## src/rtl/id_branch_stage_if.sv

```systemverilog
// ---------------------------------------------------------------------------
// id_branch_stage_if
//
// Purpose:
//   Fetch <-> decode link. Fetch presents the next instruction and its address.
//   Decode answers with a redirect request and the redirect target.
//
// Signals:
//   if_IR            fetch -> decode   instruction word, stable at posedge
//   if_PC            fetch -> decode   address of if_IR
//   is_Branch_Taken  decode -> fetch   redirect request (combinational)
//   branchPC         decode -> fetch   redirect target, 0 when no redirect
//
// Modports:
//   master  the fetch stage (drives the instruction)
//   slave   the decode stage (drives the redirect)
// ---------------------------------------------------------------------------
interface id_branch_stage_if;

    logic [31:0] if_IR;
    logic [31:0] if_PC;
    logic        is_Branch_Taken;
    logic [31:0] branchPC;

    modport master (
        output if_IR,
        output if_PC,
        input  is_Branch_Taken,
        input  branchPC
    );

    modport slave (
        input  if_IR,
        input  if_PC,
        output is_Branch_Taken,
        output branchPC
    );

endinterface

```

## src/rtl/id_branch_stage.sv

```systemverilog
// ---------------------------------------------------------------------------
// id_branch_stage
//
// Purpose:
//   This is the IF/ID pipeline register, with early branch resolution in
//   decode. It handles BEQ, BNE and J. When the instruction in ID redirects
//   fetch, the one wrong-path instruction already fetched behind it is
//   captured as a bubble (id_valid = 0). The block also supports a hazard
//   stall and an external flush. Two saturating counters record taken
//   redirects and squashed slots.
//
// Ports:
//   clk           clock; all state updates on posedge
//   reset         asynchronous, active-low reset
//   fetch         slave side of id_branch_stage_if (if_IR/if_PC in,
//                 is_Branch_Taken/branchPC out)
//   stall         hazard stall: hold ID contents, suppress redirect
//   flush         external flush: invalidate ID contents
//   rs_data       register-file value for id_IR[25:21]
//   rt_data       register-file value for id_IR[20:16]
//   id_IR, id_PC  latched instruction and its address
//   id_valid      ID holds a real (not squashed/flushed) instruction
//   taken_count   redirects issued, saturating
//   squash_count  wrong-path instructions squashed, saturating
// ---------------------------------------------------------------------------
module id_branch_stage #(
    parameter int          CNT_W   = 16,
    parameter logic [5:0]  OPC_BEQ = 6'h04,
    parameter logic [5:0]  OPC_BNE = 6'h05,
    parameter logic [5:0]  OPC_J   = 6'h02
) (
    input  logic               clk,
    input  logic               reset,
    id_branch_stage_if.slave   fetch,
    input  logic               stall,
    input  logic               flush,
    input  logic [31:0]        rs_data,
    input  logic [31:0]        rt_data,
    output logic [31:0]        id_IR,
    output logic [31:0]        id_PC,
    output logic               id_valid,
    output logic [CNT_W-1:0]   taken_count,
    output logic [CNT_W-1:0]   squash_count
);

    localparam logic [CNT_W-1:0] CNT_ONE = {{(CNT_W-1){1'b0}}, 1'b1};
    localparam logic [CNT_W-1:0] CNT_MAX = {CNT_W{1'b1}};

    logic [5:0]  opcode;
    logic [15:0] imm16;
    logic [31:0] pc4;
    logic [31:0] br_offset;
    logic [31:0] br_target;
    logic [31:0] j_target;
    logic        is_beq;
    logic        is_bne;
    logic        is_j;
    logic        cond_met;
    logic        take;
    logic [31:0] target;

    assign opcode = id_IR[31:26];
    assign imm16  = id_IR[15:0];

    // Branch and jump targets are computed from the ID registers only.
    // The word offset is sign-extended and then scaled by 4. The addition
    // wraps modulo 2^32, so a backward branch at a low PC can wrap around.
    assign pc4       = id_PC + 32'd4;
    assign br_offset = {{14{imm16[15]}}, imm16, 2'b00};
    assign br_target = pc4 + br_offset;
    assign j_target  = {pc4[31:28], id_IR[25:0], 2'b00};

    // Resolve the instruction held in ID. A squashed or flushed slot has
    // id_valid = 0, so it never redirects, even if it encodes a branch. For
    // this reason back-to-back branches redirect only once. A stalled branch
    // waits, and it resolves with the operands that are present in the first
    // cycle without a stall.
    always_comb begin
        is_beq   = (opcode == OPC_BEQ);
        is_bne   = (opcode == OPC_BNE);
        is_j     = (opcode == OPC_J);
        cond_met = 1'b0;
        target   = 32'h0;

        if (is_j) begin
            cond_met = 1'b1;
            target   = j_target;
        end else if (is_beq) begin
            cond_met = (rs_data == rt_data);
            target   = br_target;
        end else if (is_bne) begin
            cond_met = (rs_data != rt_data);
            target   = br_target;
        end

        take = id_valid & ~stall & cond_met;
    end

    // The redirect outputs are zero when there is no redirect, so fetch never
    // sees a stale target. During reset id_valid is 0, so both outputs are 0.
    assign fetch.is_Branch_Taken = take;
    assign fetch.branchPC        = take ? target : 32'h0;

    // The ID register priority is flush > stall > take > normal.
    // On take, the instruction arriving from fetch is the wrong-path slot.
    // That slot is captured as a bubble, so ID still tracks if_PC, and the
    // redirected target becomes valid one edge later.
    always_ff @(posedge clk or negedge reset) begin
        if (!reset) begin
            id_IR    <= 32'h0;
            id_PC    <= 32'h0;
            id_valid <= 1'b0;
        end else if (flush) begin
            id_IR    <= 32'h0;
            id_PC    <= fetch.if_PC;
            id_valid <= 1'b0;
        end else if (stall) begin
            id_IR    <= id_IR;
            id_PC    <= id_PC;
            id_valid <= id_valid;
        end else begin
            id_IR    <= fetch.if_IR;
            id_PC    <= fetch.if_PC;
            id_valid <= ~take;
        end
    end

    // Each redirect squashes exactly one slot, so both counters step
    // together. Each counter stops at all-ones. A flush on the same edge
    // cancels the redirect, and then neither counter changes. A stall
    // suppresses the redirect, so a stall needs no separate term here.
    always_ff @(posedge clk or negedge reset) begin
        if (!reset) begin
            taken_count  <= '0;
            squash_count <= '0;
        end else if (take && !flush) begin
            if (taken_count != CNT_MAX) begin
                taken_count <= taken_count + CNT_ONE;
            end
            if (squash_count != CNT_MAX) begin
                squash_count <= squash_count + CNT_ONE;
            end
        end
    end

endmodule

```

## src/flat_wrapper.sv

```systemverilog
// flat-port wrapper written by rule: the top's interface ports become plain ports
module id_branch_stage_flat 
#(
    parameter int          CNT_W   = 16,
    parameter logic [5:0]  OPC_BEQ = 6'h04,
    parameter logic [5:0]  OPC_BNE = 6'h05,
    parameter logic [5:0]  OPC_J   = 6'h02
)
  (clk, reset, stall, flush, rs_data, rt_data, id_IR, id_PC, id_valid, taken_count, squash_count, fetch_if_IR, fetch_if_PC, fetch_is_Branch_Taken, fetch_branchPC);
  id_branch_stage_if fetch_i ();
  input  logic clk;
  input  logic reset;
  input  logic stall;
  input  logic flush;
  input  logic [31:0] rs_data;
  input  logic [31:0] rt_data;
  output logic [31:0] id_IR;
  output logic [31:0] id_PC;
  output logic id_valid;
  output logic [CNT_W-1:0] taken_count;
  output logic [CNT_W-1:0] squash_count;
  input wire logic [$bits(fetch_i.if_IR)-1:0] fetch_if_IR;
  input wire logic [$bits(fetch_i.if_PC)-1:0] fetch_if_PC;
  output wire logic [$bits(fetch_i.is_Branch_Taken)-1:0] fetch_is_Branch_Taken;
  output wire logic [$bits(fetch_i.branchPC)-1:0] fetch_branchPC;
  assign fetch_i.if_IR = fetch_if_IR;
  assign fetch_i.if_PC = fetch_if_PC;
  assign fetch_is_Branch_Taken = fetch_i.is_Branch_Taken;
  assign fetch_branchPC = fetch_i.branchPC;
  id_branch_stage #(.CNT_W(CNT_W), .OPC_BEQ(OPC_BEQ), .OPC_BNE(OPC_BNE), .OPC_J(OPC_J)) u_core (.clk(clk), .reset(reset), .fetch(fetch_i), .stall(stall), .flush(flush), .rs_data(rs_data), .rt_data(rt_data), .id_IR(id_IR), .id_PC(id_PC), .id_valid(id_valid), .taken_count(taken_count), .squash_count(squash_count));
endmodule
```

## config.mk

```make
export PLATFORM = sky130hd
export DESIGN_NAME = id_branch_stage_flat
export DESIGN_NICKNAME = d
export VERILOG_FILES = /design/src/rtl/id_branch_stage_if.sv /design/src/rtl/id_branch_stage.sv /design/src/flat_wrapper.sv
export SDC_FILE = /design/constraint.sdc
export NUM_CORES = 1
export LEC_CHECK = 0
export CAP_MARGIN = 30
export CORE_MARGIN = 2
export CORE_UTILIZATION = 45
export CTS_CLUSTER_DIAMETER = 50
export DETAILED_ROUTE_END_ITERATION = 8
export PLACE_DENSITY = 0.82
export SETUP_SLACK_MARGIN = 0.05
export SYNTH_ARGS = -nofsm -noshare
export SYNTH_HDL_FRONTEND = slang
export SYNTH_SLANG_ARGS = --single-unit
```

## constraint.sdc

```tcl
create_clock -name clk -period 5.5 [get_ports clk]
set_clock_uncertainty 0.2 [all_clocks]
set_input_delay 1.1 -clock clk [delete_from_list [all_inputs] [get_ports clk]]
set_output_delay 1.1 -clock clk [all_outputs]
set_load 0.01 [all_outputs]
```

==> results of run 1 <==
logic make-up after synthesis:
kind of cell / after synthesis / share of synthesized area
AND/OR/NAND/NOR: 272 / 0.1971
XOR/XNOR: 114 / 0.1461
AO/OA/AOI/OAI: 112 / 0.1082
flip-flops: 97 / 0.3551
multiplexers: 63 / 0.09848
buffers and inverters: 42 / 0.02434
adder cells (fa/ha/maj): 38 / 0.07066
per-stage QoR:
stage / power, mW / TNS, ps
floorplan: 1.116 / 0
global placement: 1.403 / 0
detailed placement: 1.412 / 0
CTS: 2.056 / 0
global route: 2.163 / -109.7
finish: 2.060 / 0
where the power goes:
group | leakage [nW] | internal, mW | switching [mW]
Combinational | 3.07 | 0.332 | 0.290
Clock | 0.140 | 0.354 | 0.279
Sequential | 1.25 | 0.754 | 0.0509
worst register-to-register path: stages (launching register included):
cell      delay [ps]
dfrtp_1          410
nor3_1           320
nand3b_1         280
nor3_1           230
mux2_4           180
nor2_2            50
buf_12           170
nor3_2           610
mux2_2           400
sequential cells by signal, summed over array words and instances (netlist names):
name                 flops
u_core.taken_count      16
u_core.id_PC            32
u_core.id_valid          1
u_core.id_IR            32
u_core.squash_count     16
cell usage in the layout (no fill, tap or decap), drive strengths merged, types with 6 or more instances in the layout:
cell type and n:
ha 37, mux2 31, nor2b 6, and3 13, nand2 55, xor2 55
nand3 37, clkdlybuf4s50 251, nand4 18, o21ai 21, mux2i 32, nor2 88
a21o 8, dfrtp 97, nor4 11, xnor2 59, buf 36, a22oi 19
nor3 18, a21oi 33, inv 18, clkbuf 10, and2 7
area by class of cell:
class	instances	area (um^2)	area share
multi-input combinational	599	4399	0.4282
timing repair buffer	293	2859	0.2783
sequential	97	2427	0.2363
tap	188	235.2	0.02290
clock buffer	10	229.0	0.02229
clock inverter	5	63.81	0.006211
inverter	16	60.06	0.005846
final timing paths:
| check | to | start | slack [ps] |
|---|---|---|---|
| max reg2reg | u_core.squash_count[1] | u_core.id_IR[31] | 2540 |
| max | fetch_branchPC[25] | u_core.id_PC[8] | 170 |
| min reg2reg | u_core.squash_count[8] | u_core.squash_count[8] | 290 |
| min | u_core.squash_count[8] | u_core.squash_count[8] | 290 |
| min in group asynchronous | u_core.id_IR[31] | reset | 520 |
| max in group asynchronous | u_core.id_IR[15] | reset | 3460 |
layer usage:
metal | vias to the layer above | GRT usage | part of all wire
li1 | 3178 | - | -
met1 | 3196 | 0.3184 | 0.41
met2 | 225 | 0.4807 | 0.52
met3 | 17 | 0.05528 | 0.058
met4 | 0 | 0.05882 | 0.015
met5 | - | 0 | 0
repair_timing:
item,in CTS,in global routing
endpoints found under the setup margin,7,12
pin swaps,2,7
gates resized for setup,18,30
hold endpoints to repair,0,0
buffers inserted,1,3
==> flow_summary.yaml, run 1 <==
critical_path:
  path_cells: "nand4_1, nor2_2, nand3_1, nor2_1, xor2_1, ha_1, a21oi_1, nor2_1, a211oi_2, nand3_1, o21ai_2, o21ai_2, a311oi_2, xor2_1, o21ai_2, clkdlybuf4s50_1"
  critPathTopFamily: "compound AO/OA/AOI/OAI gates"
  path_class: "flop to primary output"
  cp.depth: 16
  rr_worst_depth: 8
  cpMostUsedCell: "o21ai_2"
  crit_path_max_incr_delay_ps: 580
  required_ps: 4200
  slowest_stage: "clkdlybuf4s50_1"
  crit_buf_inv: 1
  crit_path_max_fanout: 6
  end_kind: "primary output"
  cp.arrival_ps: 4030
  startpoint_type: "flop"
finish:
  fin_cells: 1208
  stdcell_area_um2: 10270
  fin_nets: 1186
  syn_to_final_growth_pct: 50.30
  antenna_cells: 0
  fin_util: 0.6834
  fillers: 1203
  final_layout_size_suffix_gt1_frac: 0.1235
sta:
  drv_slew: 0
  rsz0062_at_grt: "true"
  max_slew_margin: 0.4064
  finalHoldViolCount: 0
  fin_crit_sh: 0.9700
  worstMarginPinSlew_ps: 890.3
  period_needed_ps: 5335
  fmax_ghz: 0.1875
  setup_slack_ps: 165.3
  setup_viol: 0
  hold-worst-slack_ps: 291.0
synth:
  async_flop_share: 1.000
  synth_edf_count: 0
  synth_top_area_cell: "dfrtp_1"
  synth_nets: 908
  yosysTopAreaCellShare: 0.3551
  synth-seq-cells: 97
  synth_most_common_cell: "dfrtp_1"
  synth_cell_types: 60
  synth-seq-area-share: 0.3551
  synthFlopType: "dfrtp_1"
  synth_area_um2: 6835
  ys_top_cells_by_count: "dfrtp_1, nor2_1, xnor2_1"
  synthTopCellsByArea: "dfrtp_1, xnor2_1, xor2_1"
  synth_warnings: 0
  synth_area_per_cell_um2: 9.262
  syn_inst: 738
placement:
  place_area_um2: 9794
  place.gp.congestion: 0.9957
  dp.cells: 1189
  port_buffers: 261
  dp_hpwl_um: 16220
  pre_cts_slack_ps: 70.03
global_route:
  grt_max_degree: 58
  antenna_found_initial: 0
  gr-usage-all-layers: 0.2628
  first_global_vias: 6714
  grt_overflow: 0
  grt_pass1_wl_um: 33920
detailed_routing:
  ant_nets: 0
  via_count: 6616
  post_drt_wl_per_cell_um: 17.18
  avgViaCountPerCell: 5.477
  drt_iter0_markers: 425
  drc: 0
  dr.pass1.iters: 5
  routed_wl_um: 20750
clocking:
  clockRootBuffer: "clkbuf_16"
  h-tree-depth: 3
  cts_tree: "built"
  clk_path_buf_depth: 2
  cts_buffers: 9
  cts.sinks: 97
  cts_hold_buf: 0
  clkTransAtPathRegs_ps: 70
  clk_latency_ps: 350
worst_hold_path:
  holdPathStages: 1
  hold_path_class: "flop to flop"
floorplanning:
  row_count: 45
  die_area_um2: 16190
  die_y_um: 127.2
  start_util: 0.4547
  core_area_um2: 15030
  ios: 262
  die_w_um: 127.2
power:
  peakVddDrop_mv: 0.1916
  powerDensity_nw_per_um2: 200.5
  p_leak_nw: 4.457
run_status:
  run_status: "complete, no violations"
run:
  drv_cap: 0
Power figures use the tool's default switching activity.
==> run 2, diff against run 1 <==
Settings changed: ABC_AREA set to 1, CORE_UTILIZATION 45 to 48, PLACE_DENSITY 0.82 to 0.83, RECOVER_POWER set to 25.
==> run 2 against run 1 <==
  * The run now ends with capacitance limit, slew limit left
  * Clock power rose by 9.0%
  * Maximum frequency fell by 2.4%
  * Worst setup slack got worse by 130 ps
  * Area after synthesis rose by 20%
  * First-iteration DRC count rose by 87%
  * Worst hold slack improved by 28 ps
  * Utilization rose by 1.9 points
  * Die area rose by 12%
  * Sequential share of layout area fell by 2.8 points
  * Final cell count rose by 46%
  * Largest cell class unchanged
==> flow_summary.yaml, run 2 <==
run_status:
  violations: "capacitance limit, slew limit"
  run_status: "finished, violations left"
synth:
  synth_top_area_cell: "dfrtp_1"
  yosysTopAreaCellShare: 0.2964
  ys_top_cells_by_count: "nand2_1, nor2_1, inv_1"
  synth_warnings: 0
  synth_area_um2: 8189
  synth_most_common_cell: "nand2_1"
  synth_nets: 1436
  synth_cell_types: 40
  synth-seq-cells: 97
  synthTopCellsByArea: "dfrtp_1, nand2_1, nor2_1"
  synth_area_per_cell_um2: 6.468
  synth_edf_count: 0
  async_flop_share: 1.000
  synth-seq-area-share: 0.2964
  synthFlopType: "dfrtp_1"
  syn_inst: 1266
placement:
  port_buffers: 261
  place.gp.congestion: 1.024
  dp_hpwl_um: 24290
  dp.cells: 1733
finish:
  final_layout_size_suffix_gt1_frac: 0.08425
  fin_cells: 1763
  antenna_cells: 0
  layout_commonest_cell: "nand2_1"
  mostFrequentLayoutCells: "nand2_1, clkdlybuf4s50_1, nor2_1, inv_1, dfrtp_1"
  fin_nets: 1708
  top_regs: "u_core.id_IR (32), u_core.id_PC (32)"
  syn_to_final_growth_pct: 42.67
critical_path:
  rr_worst_depth: 12
  critPathTopFamily: "simple AND/OR/NAND/NOR gates"
  cpMostUsedCell: "nand2_1"
  required_ps: 4200
  cp.arrival_ps: 4160
  slowest_stage: "clkdlybuf4s50_1"
  crit_path_max_fanout: 5
  crit_path_max_incr_delay_ps: 540
  path_cells: "nand2_1, nor3_1, nand2_1, nor2_1, xor2_2, ha_1, nand2_1, inv_1, nand2_1, buf_4, nor2_1, nand4_1, nand4_1, nand3_1, nand2_1, o21ai_0, nor2_1, clkdlybuf4s50_1"
  startpoint_type: "flop"
  crit_buf_inv: 3
  path_class: "flop to primary output"
  r2r_setup_slack_ps: 2810
  r2r_end: "u_core.taken_count[6]"
  end_kind: "primary output"
  worst_r2r_startpoint: "u_core.id_IR[28]"
worst_hold_path:
  hold_path_class: "flop to flop"
  holdPathStages: 2
  hp-start: "u_core.taken_count[15]"
  holdPathEnd: "u_core.taken_count[15]"
detailed_routing:
  post_drt_wl_per_cell_um: 17.35
  via_count: 9387
  drc: 0
  avgViaCountPerCell: 5.324
  routed_wl_um: 30580
  dr.pass1.iters: 5
  drt_iter0_markers: 794
  ant_nets: 0
sta:
  fmax_ghz: 0.1830
  drv_slew: 61
  worstMarginPinSlew_ps: 3397
  rsz0062_at_grt: "true"
  setup_viol: 0
  finalHoldViolCount: 0
  max_slew_margin: -1.264
  fin_crit_sh: 0.9936
  period_needed_ps: 5465
  setup_tns_ps: 0
floorplanning:
  ios: 262
  die_area_um2: 18120
  start_util: 0.4921
  core_area_um2: 16640
  die_w_um: 134.6
  row_count: 47
  die_y_um: 134.6
run:
  drv_cap: 1
clocking:
  cts.sinks: 97
  cts_buffers: 9
  clkTransAtPathRegs_ps: 80
  cts_tree: "built"
  clk_path_buf_depth: 2
  clockRootBuffer: "clkbuf_16"
  cts_hold_buf: 0
  clk_latency_ps: 370
  h-tree-depth: 3
global_route:
  grt_overflow: 0
  gr-usage-all-layers: 0.3341
  first_global_vias: 8740
  antenna_found_initial: 0
  grt_pass1_wl_um: 47000
  grt_max_degree: 61
power:
  p_leak_nw: 5.463
  peakVddDrop_mv: 0.1499
  powerDensity_nw_per_um2: 189.1
-- run 2: changes by cell type after synthesis, sizes merged, moves of 26 or more --
cell and delta:
a21oi +29, inv +134, mux2i -32, nand2 +349
nand3 +44, nor2 +68, o21ai +65, xnor2 -26
-- run 2: repair_timing --
item                                    4_1_cts  5_1_grt
gates resized for setup                      10       50
buffers inserted                              6        7
pin swaps                                     4        9
endpoints found under the setup margin       10       16
-- run 2: tightest hold or removal path, cell delays in order, from the launching register on --
cell and delay, ps:
dfrtp_1 380, nand2_1 60, nand2_1 60
-- run 2: per-layer routing --
layer  vias up  track usage  wire length [um]
met5         -            0                 0
met4         0      0.08304               544
met2       410       0.5493             14460
met1      4353       0.4449             12910
li1       4582            -                 -
met3        42      0.08033              2661
-- run 2: per-stage QoR --
| stage | power [mW] | hold WS [ps] | setup slack, ps | area (um^2) | utilization |
|---|---|---|---|---|---|
| 2_1_floorplan | 1.155 | 333.6 | 1196 | 8189 | - |
| 3_3_place_gp | 1.482 | 293.3 | 275.2 | 11040 | 0.6634 |
| 3_5_place_dp | 1.488 | 296.9 | 238.5 | 11040 | 0.6634 |
| 4_1_cts | 2.181 | 319.1 | 40.53 | 11440 | 0.6876 |
| 5_1_grt | 2.315 | 361.4 | -192.2 | 11680 | 0.7021 |
| 6_report | 2.210 | 318.9 | 35.30 | 11680 | 0.7021 |
-- run 2: cells by family after synthesis --
| family | after synthesis | synth area share |
|---|---|---|
| DFF | 97 | 0.2964 |
| buffers and inverters | 180 | 0.08648 |
| AOI/OAI and AO/OA | 157 | 0.09840 |
| muxes | 13 | 0.01788 |
| xor gates and xnor gates | 75 | 0.08021 |
| and+or+nand+nor | 706 | 0.3617 |
| adders and majority gates | 38 | 0.05898 |
-- run 2: report_power, final --
part	total, mW	switching, mW	internal (mW)
Combinational	0.711	0.398	0.313
Sequential	0.808	0.0562	0.752
Clock	0.691	0.325	0.366
-- run 2: cell type report --
type	count	area (um^2)
fillers	1447	4959
multi-input cells	989	5248
clock buffers	10	229.0
well taps	220	275.3
repair buffers	288	2844
flip-flops and latches	97	2429
clock inverters	6	85.08
inverters	153	574.3
-- run 2: how the worst max path moves through the flow --
stage / start / endpoint / slack (ps) / cells after the start
2_1_floorplan: u_core.id_PC[2] / fetch_branchPC[30] / 1200 / 21
3_3_place_gp: u_core.id_PC[2] / fetch_branchPC[26] / 280 / 19
3_5_place_dp: u_core.id_PC[4] / fetch_branchPC[26] / 240 / 19
4_1_cts: u_core.id_PC[7] / fetch_branchPC[24] / 40 / 17
5_1_grt: u_core.id_PC[2] / fetch_branchPC[21] / -190 / 21
6_report: u_core.id_PC[13] / fetch_branchPC[21] / 40 / 18
==> run 3, diff against run 2 <==
Settings changed: CORE_UTILIZATION 48 to 40, PLACE_DENSITY 0.83 to 0.71, TNS_END_PERCENT set to 20.
==> run 3 against run 2 <==
  * The run still ends with capacitance limit, slew limit left
  * Clock-buffer cell count is 1 lower
  * Final cell count is 2.0% higher
  * Register-to-register slack worse by 40 ps
  * Largest cell class unchanged
==> flow_summary.yaml, run 3 (same netlist as run 2, synthesis figures left out) <==
run_status:
  run_status: "finished, violations left"
  violations: "capacitance limit, slew limit"
critical_path:
  required_ps: 4200
  crit_path_max_fanout: 5
  cpMostUsedCell: "nand2_1"
  slowest_stage: "clkdlybuf4s50_1"
  crit_path_max_incr_delay_ps: 540
  path_cells: "nand2_1, inv_2, nand3_1, nor2_1, nand4_1, nor2_1, xor2_1, ha_1, nand2_1, o21ai_0, a21oi_1, nand3_1, nand2_1, nand3_1, nand2_1, o21ai_0, nor2_1, clkdlybuf4s50_1"
  startpoint_type: "flop"
  cp.arrival_ps: 4190
  path_class: "flop to primary output"
  end_kind: "primary output"
sta:
  period_needed_ps: 5494
  fmax_ghz: 0.1820
  max_slew_margin: -0.5967
  hold-worst-slack_ps: 321.7
  worstMarginPinSlew_ps: 2395
  setup_viol: 0
  rsz0062_at_grt: "true"
  setup_slack_ps: 5.739
  fin_crit_sh: 0.9990
  drv_slew: 45
  finalHoldViolCount: 0
floorplanning:
  die_w_um: 147.1
  core_area_um2: 20170
  start_util: 0.4060
  die_y_um: 147.1
  row_count: 52
  ios: 262
  die_area_um2: 21630
clocking:
  clk_latency_ps: 360
  h-tree-depth: 3
  cts.sinks: 97
  clk_path_buf_depth: 2
  clkTransAtPathRegs_ps: 70
  cts_buffers: 9
  clockRootBuffer: "clkbuf_16"
  cts_tree: "built"
global_route:
  use_met2: 0.4537
  first_global_vias: 8686
  grt_pass1_wl_um: 46310
  gr-usage-all-layers: 0.2686
  grt_use_met1: 0.3495
  met3_usage: 0.05839
  grt_overflow: 0
  grt_max_degree: 55
  busiest_layer: "met2"
  antenna_found_initial: 1
finish:
  multi_input_area_um2: 5155
  top_regs: "u_core.id_IR (32), u_core.id_PC (32)"
  mostFrequentLayoutCells: "nand2_1, clkdlybuf4s50_1, nor2_1, inv_1, dfrtp_1"
  layout_commonest_cell: "nand2_1"
  final_layout_size_suffix_gt1_frac: 0.05763
  fillers: 2012
  syn_to_final_growth_pct: 40.31
  seq_area_um2: 2427
  fin_nets: 1694
run:
  drv_cap: 1
placement:
  place.gp.congestion: 0.9738
  dp_hpwl_um: 23650
  port_buffers: 261
  pre_cts_slack_ps: 316.6
detailed_routing:
  via_count: 9044
  drc: 0
  ant_nets: 0
  routed_wl_um: 29510
  avgViaCountPerCell: 5.030
  post_drt_wl_per_cell_um: 16.41
  dr.pass1.iters: 5
  drt_iter0_markers: 517
worst_hold_path:
  hold_path_class: "flop to flop"
power:
  p_leak_nw: 5.271
  peakVddDrop_mv: 0.1584
  powerDensity_nw_per_um2: 182.8
## run 3: final timing paths
kind / startpoint / end / slack [ps] / cells past startpoint
worst max register to register: u_core.id_IR[31] / u_core.taken_count[4] / 2770 / 9
worst min register to register: u_core.squash_count[15] / u_core.squash_count[15] / 320 / 2
max in group asynchronous: reset / u_core.id_IR[21] / 1440 / 2
min in group asynchronous: reset / u_core.id_PC[25] / 1270 / 1
worst max-delay path: u_core.id_PC[7] / fetch_branchPC[21] / 6 / 18
worst min-delay path: u_core.squash_count[15] / u_core.squash_count[15] / 320 / 2
## run 3: area by class of cell
cell class                      instances  area share
Antenna cell                            1   0.0002178
Clock buffer                            9     0.01960
Clock inverter                          5    0.003594
Inverter                              153     0.04998
Multi-Input combinational cell        989      0.4487
Sequential cell                        97      0.2113
Tap cell                              270     0.02940
Timing Repair Buffer                  274      0.2373
## run 3: metrics by stage
stage                     power [mW]  instance area (um^2)  std cells  TNS (ps)    util
after detailed placement       1.483                 11100       1780         0  0.5504
final                          2.100                 11490       1798         0  0.5697
after global routing           2.212                 11490       1798     -1462  0.5697
after global placement         1.477                 11070       1779         0  0.5490
after floorplan                1.155                  8189       1266         0       -
after CTS                      2.102                 11380       1794         0  0.5640
## run 3: routing by layer
layer / up-vias / routed length [um] / share of wire
met4: 0 / 673 / 0.023
met5: - / 0 / 0
met3: 36 / 2163 / 0.073
met2: 281 / 13820 / 0.47
li1: 4549 / - / -
met1: 4178 / 12850 / 0.44
## run 3: power by group
group	internal [mW]	switching [mW]	total, mW
Clock	0.308	0.304	0.612
Combinational	0.299	0.383	0.682
Sequential	0.752	0.0548	0.807
Total	1.36	0.741	2.10
## run 3: critical path: cells and delay by family, from the launching register on
family	cells	cell delay (ps)
adders and majority gates	1	340
AOI/OAI and AO/OA	3	610
xor gates and xnor gates	1	240
and+or+nand+nor	11	1630
buffers and inverters	2	610
DFF	1	400
## run 3: what timing repair did
item / in CTS / in global routing
hold buffers: 0 / 0
endpoints found under the setup margin: 6 / 16
pin swaps: 0 / 2
gates resized for setup: 3 / 24
buffers inserted: 0 / 3
